===== src/rtl/arm_mem_pkg.sv =====
// Shared encodings for the memory-operation sequencer: request sizes, read/write
// polarity, FSM states and the alignment rule used by both the FSM and the lane aligner.
package arm_mem_pkg;

  localparam logic [1:0] SZ_BYTE = 2'b00;
  localparam logic [1:0] SZ_HALF = 2'b01;
  localparam logic [1:0] SZ_WORD = 2'b10;
  localparam logic [1:0] SZ_RSVD = 2'b11;

  localparam logic RW_READ  = 1'b1;
  localparam logic RW_WRITE = 1'b0;

  localparam int CNT_W = 4;

  typedef enum logic [1:0] {
    ST_IDLE    = 2'b00,
    ST_ACCESS  = 2'b01,
    ST_DONE    = 2'b10,
    ST_RELEASE = 2'b11
  } state_e;

  // Reserved size is always treated as a misaligned (aborting) request.
  function automatic logic is_misaligned(input logic [1:0] size, input logic [1:0] addr_lo);
    logic mis;
    case (size)
      SZ_BYTE: mis = 1'b0;
      SZ_HALF: mis = addr_lo[0];
      SZ_WORD: mis = (addr_lo != 2'b00);
      default: mis = 1'b1;
    endcase
    return mis;
  endfunction

endpackage


===== src/rtl/mem_op_controller_if.sv =====
// Control-unit and RAM side signals of the memory-operation sequencer.
// The controller uses the slave modport; the environment drives through master.
interface mem_op_controller_if;
  logic        MOV;
  logic        RW;
  logic [1:0]  SIZE;
  logic        SIGNED;
  logic [31:0] ADDR;
  logic [31:0] WDATA;
  logic [31:0] RDATA;
  logic        MOC;
  logic        ABORT;
  logic        mem_en;
  logic        mem_we;
  logic [3:0]  mem_be;
  logic [29:0] mem_addr;
  logic [31:0] mem_wdata;
  logic [31:0] mem_rdata;

  modport slave (
    input  MOV, RW, SIZE, SIGNED, ADDR, WDATA, mem_rdata,
    output RDATA, MOC, ABORT, mem_en, mem_we, mem_be, mem_addr, mem_wdata
  );

  modport master (
    output MOV, RW, SIZE, SIGNED, ADDR, WDATA, mem_rdata,
    input  RDATA, MOC, ABORT, mem_en, mem_we, mem_be, mem_addr, mem_wdata
  );
endinterface


===== src/rtl/mem_lane_align.sv =====
// Combinational byte-lane steering: byte enables and store replication for writes,
// lane extraction plus sign/zero extension for reads, and the misalign flag.
module mem_lane_align
  import arm_mem_pkg::*;
(
  input  logic [1:0]  size_i,
  input  logic        signed_i,
  input  logic [1:0]  addr_lo_i,
  input  logic [31:0] wdata_i,
  input  logic [31:0] rdata_i,
  output logic [3:0]  be_o,
  output logic [31:0] wdata_o,
  output logic [31:0] rdata_o,
  output logic        misalign_o
);

  logic [7:0]  byte_s;
  logic [15:0] half_s;

  // Select the addressed byte lane of the RAM word.
  always_comb begin
    byte_s = 8'h00;
    case (addr_lo_i)
      2'd0:    byte_s = rdata_i[7:0];
      2'd1:    byte_s = rdata_i[15:8];
      2'd2:    byte_s = rdata_i[23:16];
      2'd3:    byte_s = rdata_i[31:24];
      default: byte_s = 8'h00;
    endcase
  end

  assign half_s = addr_lo_i[1] ? rdata_i[31:16] : rdata_i[15:0];

  // Per-size enables, replication and extension.
  always_comb begin
    be_o    = 4'b0000;
    wdata_o = 32'h0000_0000;
    rdata_o = 32'h0000_0000;
    case (size_i)
      SZ_BYTE: begin
        be_o    = 4'b0001 << addr_lo_i;
        wdata_o = {4{wdata_i[7:0]}};
        rdata_o = {{24{signed_i & byte_s[7]}}, byte_s};
      end
      SZ_HALF: begin
        be_o    = 4'b0011 << addr_lo_i;
        wdata_o = {2{wdata_i[15:0]}};
        rdata_o = {{16{signed_i & half_s[15]}}, half_s};
      end
      SZ_WORD: begin
        be_o    = 4'b1111;
        wdata_o = wdata_i;
        rdata_o = rdata_i;
      end
      default: begin
        be_o    = 4'b0000;
        wdata_o = 32'h0000_0000;
        rdata_o = 32'h0000_0000;
      end
    endcase
  end

  assign misalign_o = is_misaligned(size_i, addr_lo_i);

endmodule


===== src/rtl/mem_op_controller.sv =====
// Memory-operation sequencer: captures a MOV request, runs one RAM access with a fixed
// number of wait states (or aborts a misaligned request) and returns a one-cycle MOC.
module mem_op_controller
  import arm_mem_pkg::*;
#(
  parameter int WAIT_STATES = 2
) (
  input  logic               CLK,
  input  logic               RESET,
  mem_op_controller_if.slave bus
);

  localparam logic [CNT_W-1:0] WS_LOAD = CNT_W'(WAIT_STATES);

  state_e           state_q, state_d;
  logic [CNT_W-1:0] cnt_q, cnt_d;
  logic [31:0]      addr_q, addr_d;
  logic [31:0]      wdata_q, wdata_d;
  logic [31:0]      rdata_q, rdata_d;
  logic             rw_q, rw_d;
  logic             signed_q, signed_d;
  logic [1:0]       size_q, size_d;

  logic [3:0]       be_s;
  logic [31:0]      lane_wdata_s;
  logic [31:0]      rd_ext_s;
  logic             misalign_s;
  logic             access_s;
  logic             done_s;

  mem_lane_align u_align (
    .size_i     (size_q),
    .signed_i   (signed_q),
    .addr_lo_i  (addr_q[1:0]),
    .wdata_i    (wdata_q),
    .rdata_i    (bus.mem_rdata),
    .be_o       (be_s),
    .wdata_o    (lane_wdata_s),
    .rdata_o    (rd_ext_s),
    .misalign_o (misalign_s)
  );

  // State, wait counter, captured request and load result registers.
  always_ff @(posedge CLK) begin
    if (RESET) begin
      state_q  <= ST_IDLE;
      cnt_q    <= {CNT_W{1'b0}};
      addr_q   <= 32'h0000_0000;
      wdata_q  <= 32'h0000_0000;
      rdata_q  <= 32'h0000_0000;
      rw_q     <= 1'b0;
      signed_q <= 1'b0;
      size_q   <= 2'b00;
    end else begin
      state_q  <= state_d;
      cnt_q    <= cnt_d;
      addr_q   <= addr_d;
      wdata_q  <= wdata_d;
      rdata_q  <= rdata_d;
      rw_q     <= rw_d;
      signed_q <= signed_d;
      size_q   <= size_d;
    end
  end

  // Next-state logic; the abort decision uses the live request, everything later the capture.
  always_comb begin
    state_d  = state_q;
    cnt_d    = cnt_q;
    addr_d   = addr_q;
    wdata_d  = wdata_q;
    rdata_d  = rdata_q;
    rw_d     = rw_q;
    signed_d = signed_q;
    size_d   = size_q;
    case (state_q)
      ST_IDLE: begin
        if (bus.MOV) begin
          addr_d   = bus.ADDR;
          wdata_d  = bus.WDATA;
          rw_d     = bus.RW;
          size_d   = bus.SIZE;
          signed_d = bus.SIGNED;
          if (is_misaligned(bus.SIZE, bus.ADDR[1:0])) begin
            state_d = ST_DONE;
          end else begin
            state_d = ST_ACCESS;
            cnt_d   = WS_LOAD;
          end
        end else begin
          state_d = ST_IDLE;
        end
      end
      ST_ACCESS: begin
        if (cnt_q != {CNT_W{1'b0}}) begin
          cnt_d = cnt_q - {{(CNT_W-1){1'b0}}, 1'b1};
        end else begin
          state_d = ST_DONE;
          if (rw_q == RW_READ) begin
            rdata_d = rd_ext_s;
          end else begin
            rdata_d = rdata_q;
          end
        end
      end
      ST_DONE: begin
        if (bus.MOV) begin
          state_d = ST_RELEASE;
        end else begin
          state_d = ST_IDLE;
        end
      end
      ST_RELEASE: begin
        if (bus.MOV) begin
          state_d = ST_RELEASE;
        end else begin
          state_d = ST_IDLE;
        end
      end
      default: state_d = ST_IDLE;
    endcase
  end

  assign access_s = (state_q == ST_ACCESS);
  assign done_s   = (state_q == ST_DONE);

  // RAM strobes are forced low outside ACCESS so aborted requests never touch the RAM.
  assign bus.mem_en    = access_s;
  assign bus.mem_we    = access_s & (rw_q == RW_WRITE);
  assign bus.mem_be    = access_s ? be_s : 4'b0000;
  assign bus.mem_addr  = access_s ? addr_q[31:2] : 30'h0000_0000;
  assign bus.mem_wdata = access_s ? lane_wdata_s : 32'h0000_0000;
  assign bus.MOC       = done_s;
  assign bus.ABORT     = done_s & misalign_s;
  assign bus.RDATA     = rdata_q;

endmodule


===== src/flat_wrapper.sv =====
// flat-port wrapper written by rule: the top's interface ports become plain ports
module mem_op_controller_flat import arm_mem_pkg::*;
#(
  parameter int WAIT_STATES = 2
)
  (CLK, RESET, bus_MOV, bus_RW, bus_SIZE, bus_SIGNED, bus_ADDR, bus_WDATA, bus_mem_rdata, bus_RDATA, bus_MOC, bus_ABORT, bus_mem_en, bus_mem_we, bus_mem_be, bus_mem_addr, bus_mem_wdata);
  mem_op_controller_if bus_i ();
  input  logic CLK;
  input  logic RESET;
  input wire logic [$bits(bus_i.MOV)-1:0] bus_MOV;
  input wire logic [$bits(bus_i.RW)-1:0] bus_RW;
  input wire logic [$bits(bus_i.SIZE)-1:0] bus_SIZE;
  input wire logic [$bits(bus_i.SIGNED)-1:0] bus_SIGNED;
  input wire logic [$bits(bus_i.ADDR)-1:0] bus_ADDR;
  input wire logic [$bits(bus_i.WDATA)-1:0] bus_WDATA;
  input wire logic [$bits(bus_i.mem_rdata)-1:0] bus_mem_rdata;
  output wire logic [$bits(bus_i.RDATA)-1:0] bus_RDATA;
  output wire logic [$bits(bus_i.MOC)-1:0] bus_MOC;
  output wire logic [$bits(bus_i.ABORT)-1:0] bus_ABORT;
  output wire logic [$bits(bus_i.mem_en)-1:0] bus_mem_en;
  output wire logic [$bits(bus_i.mem_we)-1:0] bus_mem_we;
  output wire logic [$bits(bus_i.mem_be)-1:0] bus_mem_be;
  output wire logic [$bits(bus_i.mem_addr)-1:0] bus_mem_addr;
  output wire logic [$bits(bus_i.mem_wdata)-1:0] bus_mem_wdata;
  assign bus_i.MOV = bus_MOV;
  assign bus_i.RW = bus_RW;
  assign bus_i.SIZE = bus_SIZE;
  assign bus_i.SIGNED = bus_SIGNED;
  assign bus_i.ADDR = bus_ADDR;
  assign bus_i.WDATA = bus_WDATA;
  assign bus_i.mem_rdata = bus_mem_rdata;
  assign bus_RDATA = bus_i.RDATA;
  assign bus_MOC = bus_i.MOC;
  assign bus_ABORT = bus_i.ABORT;
  assign bus_mem_en = bus_i.mem_en;
  assign bus_mem_we = bus_i.mem_we;
  assign bus_mem_be = bus_i.mem_be;
  assign bus_mem_addr = bus_i.mem_addr;
  assign bus_mem_wdata = bus_i.mem_wdata;
  mem_op_controller #(.WAIT_STATES(WAIT_STATES)) u_core (.CLK(CLK), .RESET(RESET), .bus(bus_i));
endmodule

===== config.mk =====
export PLATFORM = sky130hd
export DESIGN_NAME = mem_op_controller_flat
export DESIGN_NICKNAME = d
export VERILOG_FILES = /design/src/rtl/arm_mem_pkg.sv /design/src/rtl/mem_op_controller_if.sv /design/src/rtl/mem_lane_align.sv /design/src/rtl/mem_op_controller.sv /design/src/flat_wrapper.sv
export SDC_FILE = /design/constraint.sdc
export NUM_CORES = 1
export LEC_CHECK = 0
export ABC_CLOCK_PERIOD_IN_PS = 2200
export BUFFER_PORTS_ARGS = -buffer_cell sky130_fd_sc_hd__buf_2
export CAP_MARGIN = 20
export CORE_ASPECT_RATIO = 1.4
export CORE_MARGIN = 1
export CORE_UTILIZATION = 49
export CTS_CLUSTER_DIAMETER = 60
export CTS_CLUSTER_SIZE = 20
export DETAILED_ROUTE_END_ITERATION = 12
export MAX_ROUTING_LAYER = met4
export PLACE_DENSITY = 0.81
export SYNTH_ARGS = -nofsm -noshare
export SYNTH_HDL_FRONTEND = slang
export SYNTH_SLANG_ARGS = --single-unit

===== constraint.sdc =====
create_clock -name CLK -period 2.2 [get_ports CLK]
set_input_delay 0 -clock CLK [delete_from_list [all_inputs] [get_ports CLK]]
set_output_delay 0 -clock CLK [all_outputs]
set_load 0.01 [all_outputs]

==> results.toml <==
[clocking]
numCtsBuffers = 9
h-tree-depth = 3
clock_latency_ns = 0.34
clkSinkCount = 106
clk_pin_slew_ns = 0.07
root_buffer = "clkbuf_16"
clockBufferDepth = 2
tritoncts = "built"

[synth]
synthCells = 674
ys_top_cells_by_count = "nand2_1, dfxtp_1, a21oi_1, nor2_1, clkbuf_1"
synth-edff-count = 0
yosysWarnings = 0
synth_ff_type = "dfxtp_1"
ys_types = 47
synth_top_area_share_pct = 40.96
syn_nets = 778
syn_area_per_cell_um2 = 7.687
synth_area_mm2 = 0.005181
synthTopCellsByArea = "dfxtp_1, nand2_1, a21oi_1"
yosys.area.top_type = "dfxtp_1"
synth.most_common_cell = "nand2_1"
synth-seq-cells = 106
synth_seq_area_share_pct = 40.96
async_flop_share_pct = 0

[timing]
fin_crit_ns = 1.961
setup_viol = 0
hold_viol = 0
max_slew_margin_pct = 48.83
hold_slack_ns = 0.009728
worst_pin_slew_ns = 0.7660
drv_slew = 0
fin_tns_setup_ns = 0
skew_ns = 0.006358
max_freq_ghz = 0.5099
rsz0062_at_grt = "no"
fin_crit_sh_pct = 89.15

[pwr]
p_total_mw = 4.727
p_leak_nw = 3.224
powerDensity_mw_per_mm2 = 636.2
peakVddDrop_mv = 0.4095

[floorplan]
core-area_mm2 = 0.01035
die_w_um = 88.91
row_count = 44
start_util_pct = 50.06
die-area_mm2 = 0.01099
die_y_um = 123.7
num_io_pins = 205

[setup_path]
crit_path_start_kind = "flop"
cp_num_buf_inv = 3
cp_top_family = "buffers and inverters"
crit_path_end_kind = "output pin"
worstPathCellList = "nand2b_1, inv_2, buf_4, and2_1, buf_2"
crit_required_ns = 2.20
worst_path_max_delay_cell = "dfxtp_1"
path_class = "flop to output pin"
worstPathMaxFanout = 27
cp.arrival_ns = 1.96
cpPeakStageDelay_ns = 0.50

[drt]
dr.pass1.iters = 5
wl_per_cell_um = 15.22
drtAntennaViolNets = 0
route.met2.wl_mm = 8.267
dr_wl_met3_mm = 1.047
drc = 0
wl_met1_mm = 6.295
wirelength_mm = 16.33
viasPerCell = 5.414
top_layer = "met4"
vias = 5809
drt_iter0_drc = 348

[global_routing]
grt_max_degree = 46
antenna_found_initial = 0
first_global_vias = 5444
grt_pass1_wl_mm = 25.14
grt_overflow = 0
grt_usage_pct = 30.27

[placement]
gp_routability_congestion = 0.8912
port_buffers = 204
hpwl_mm = 10.39

[job]
drv_cap = 0

[cells_and_area]
area_delta_synth_final_pct = 43.40
n_antenna_cell = 0
drive_above_1_share_pct = 28.98
fin_util_pct = 71.78
final_nets = 1034

[min_path]
hold_path.class = "input pin to flop"

[run_status]
status = "complete, no violations"
metrics by stage:
stage / setup slack, ns / area [um^2] / std cells
finish: 0.2387 / 7430 / 1073
global route: 0.1424 / 7430 / 1073
CTS: 0.2708 / 7430 / 1073
detailed placement: 0.4470 / 6280 / 975
global placement: 0.5110 / 6280 / 975
floorplan: 0.5985 / 5181 / 674
power by group:
part | leakage (nW) | internal [mW] | total (mW) | switching (mW)
combinational | 2.21 | 0.404 | 0.879 | 0.475
clock | 0.147 | 1.03 | 1.76 | 0.728
sequential | 0.865 | 2.02 | 2.09 | 0.0724
total | 3.22 | 3.45 | 4.73 | 1.28
cell usage in the layout, fill, tap and decap left out, drive strengths merged, types with 2 or more instances in the layout:
| cell | count |
|---|---|
| xor2 | 2 |
| or2 | 10 |
| a21oi | 105 |
| mux2i | 10 |
| inv | 6 |
| nand2b | 4 |
| o21a | 2 |
| a221oi | 24 |
| clkinvlp | 4 |
| buf | 223 |
| clkbuf | 10 |
| bufinv | 2 |
| a211oi | 7 |
| dfxtp | 106 |
| nand2 | 180 |
| a22oi | 16 |
| nor3 | 3 |
| and3 | 9 |
| a21o | 9 |
| or3 | 2 |
| nand3 | 10 |
| nor2b | 13 |
| mux2 | 7 |
| dlygate4sd3 | 82 |
| nor3b | 2 |
| o2bb2ai | 8 |
| o21ai | 2 |
| and2 | 30 |
| nor2 | 32 |
sequential cells by signal, summed over array words and instances (netlist names):
| name | flops |
|---|---|
| u_core.addr_q | 32 |
| u_core.bus.RDATA | 32 |
| u_core.wdata_q | 32 |
| u_core.cnt_q | 4 |
| u_core.size_q | 2 |
| u_core.state_q | 2 |
| u_core.rw_q | 1 |
| u_core.signed_q | 1 |
worst register-to-register path: stages (launching register included):
cell and delay (ns):
dfxtp_1 0.36, inv_1 0.06, ha_1 0.21, nor3b_2 0.20, nand3_1 0.10, buf_4 0.35, nand2_1 0.13, a221oi_1 0.30
final timing paths:
check	startpoint	to	slack (ns)	cells after the start
worst max-delay path	u_core.state_q[0]	bus_mem_addr[14]	0.24	5
worst min-delay path	bus_mem_rdata[1]	u_core.bus.RDATA[1]	0.01	3
worst max register to register	u_core.cnt_q[0]	u_core.bus.RDATA[28]	0.40	7
worst min register to register	u_core.addr_q[20]	u_core.addr_q[20]	0.45	2
metal layers:
| metal | vias up | GRT usage [%] |
|---|---|---|
| li1 | 2804 | - |
| met4 | 0 | 18.35 |
| met5 | - | - |
| met2 | 276 | 50.53 |
| met3 | 57 | 5.302 |
| met1 | 2672 | 33.32 |
kinds of logic (layout without fill, tap and decap cells):
family / after synthesis / after routing / synth area share (%)
xor gates and xnor gates: 3 / 3 / 0.5072
adders and majority gates: 1 / 1 / 0.2414
DFF: 106 / 106 / 40.96
and+or+nand+nor: 300 / 300 / 26.15
AOI/OAI and AO/OA: 180 / 180 / 22.63
muxes: 18 / 18 / 3.888
buffers and inverters: 66 / 327 / 5.627
layout make-up:
| cell class | instances | area [um^2] |
|---|---|---|
| fill | 836 | 2920 |
| multi-input combinational | 502 | 2784 |
| sequential | 106 | 2122 |
| timing repair buffer | 305 | 1999 |
| clock buffer | 10 | 239.0 |
| tap | 138 | 172.7 |
| clock inverter | 6 | 90.09 |
| inverter | 6 | 22.52 |
what timing repair did:
action / CTS / global route
endpoints found under the hold margin: 82 / 0
hold buffers: 82 / 0
gates resized for setup: 0 / 0
setup buffers: 0 / 0
Note: power is estimated with default switching activity, not from simulation.
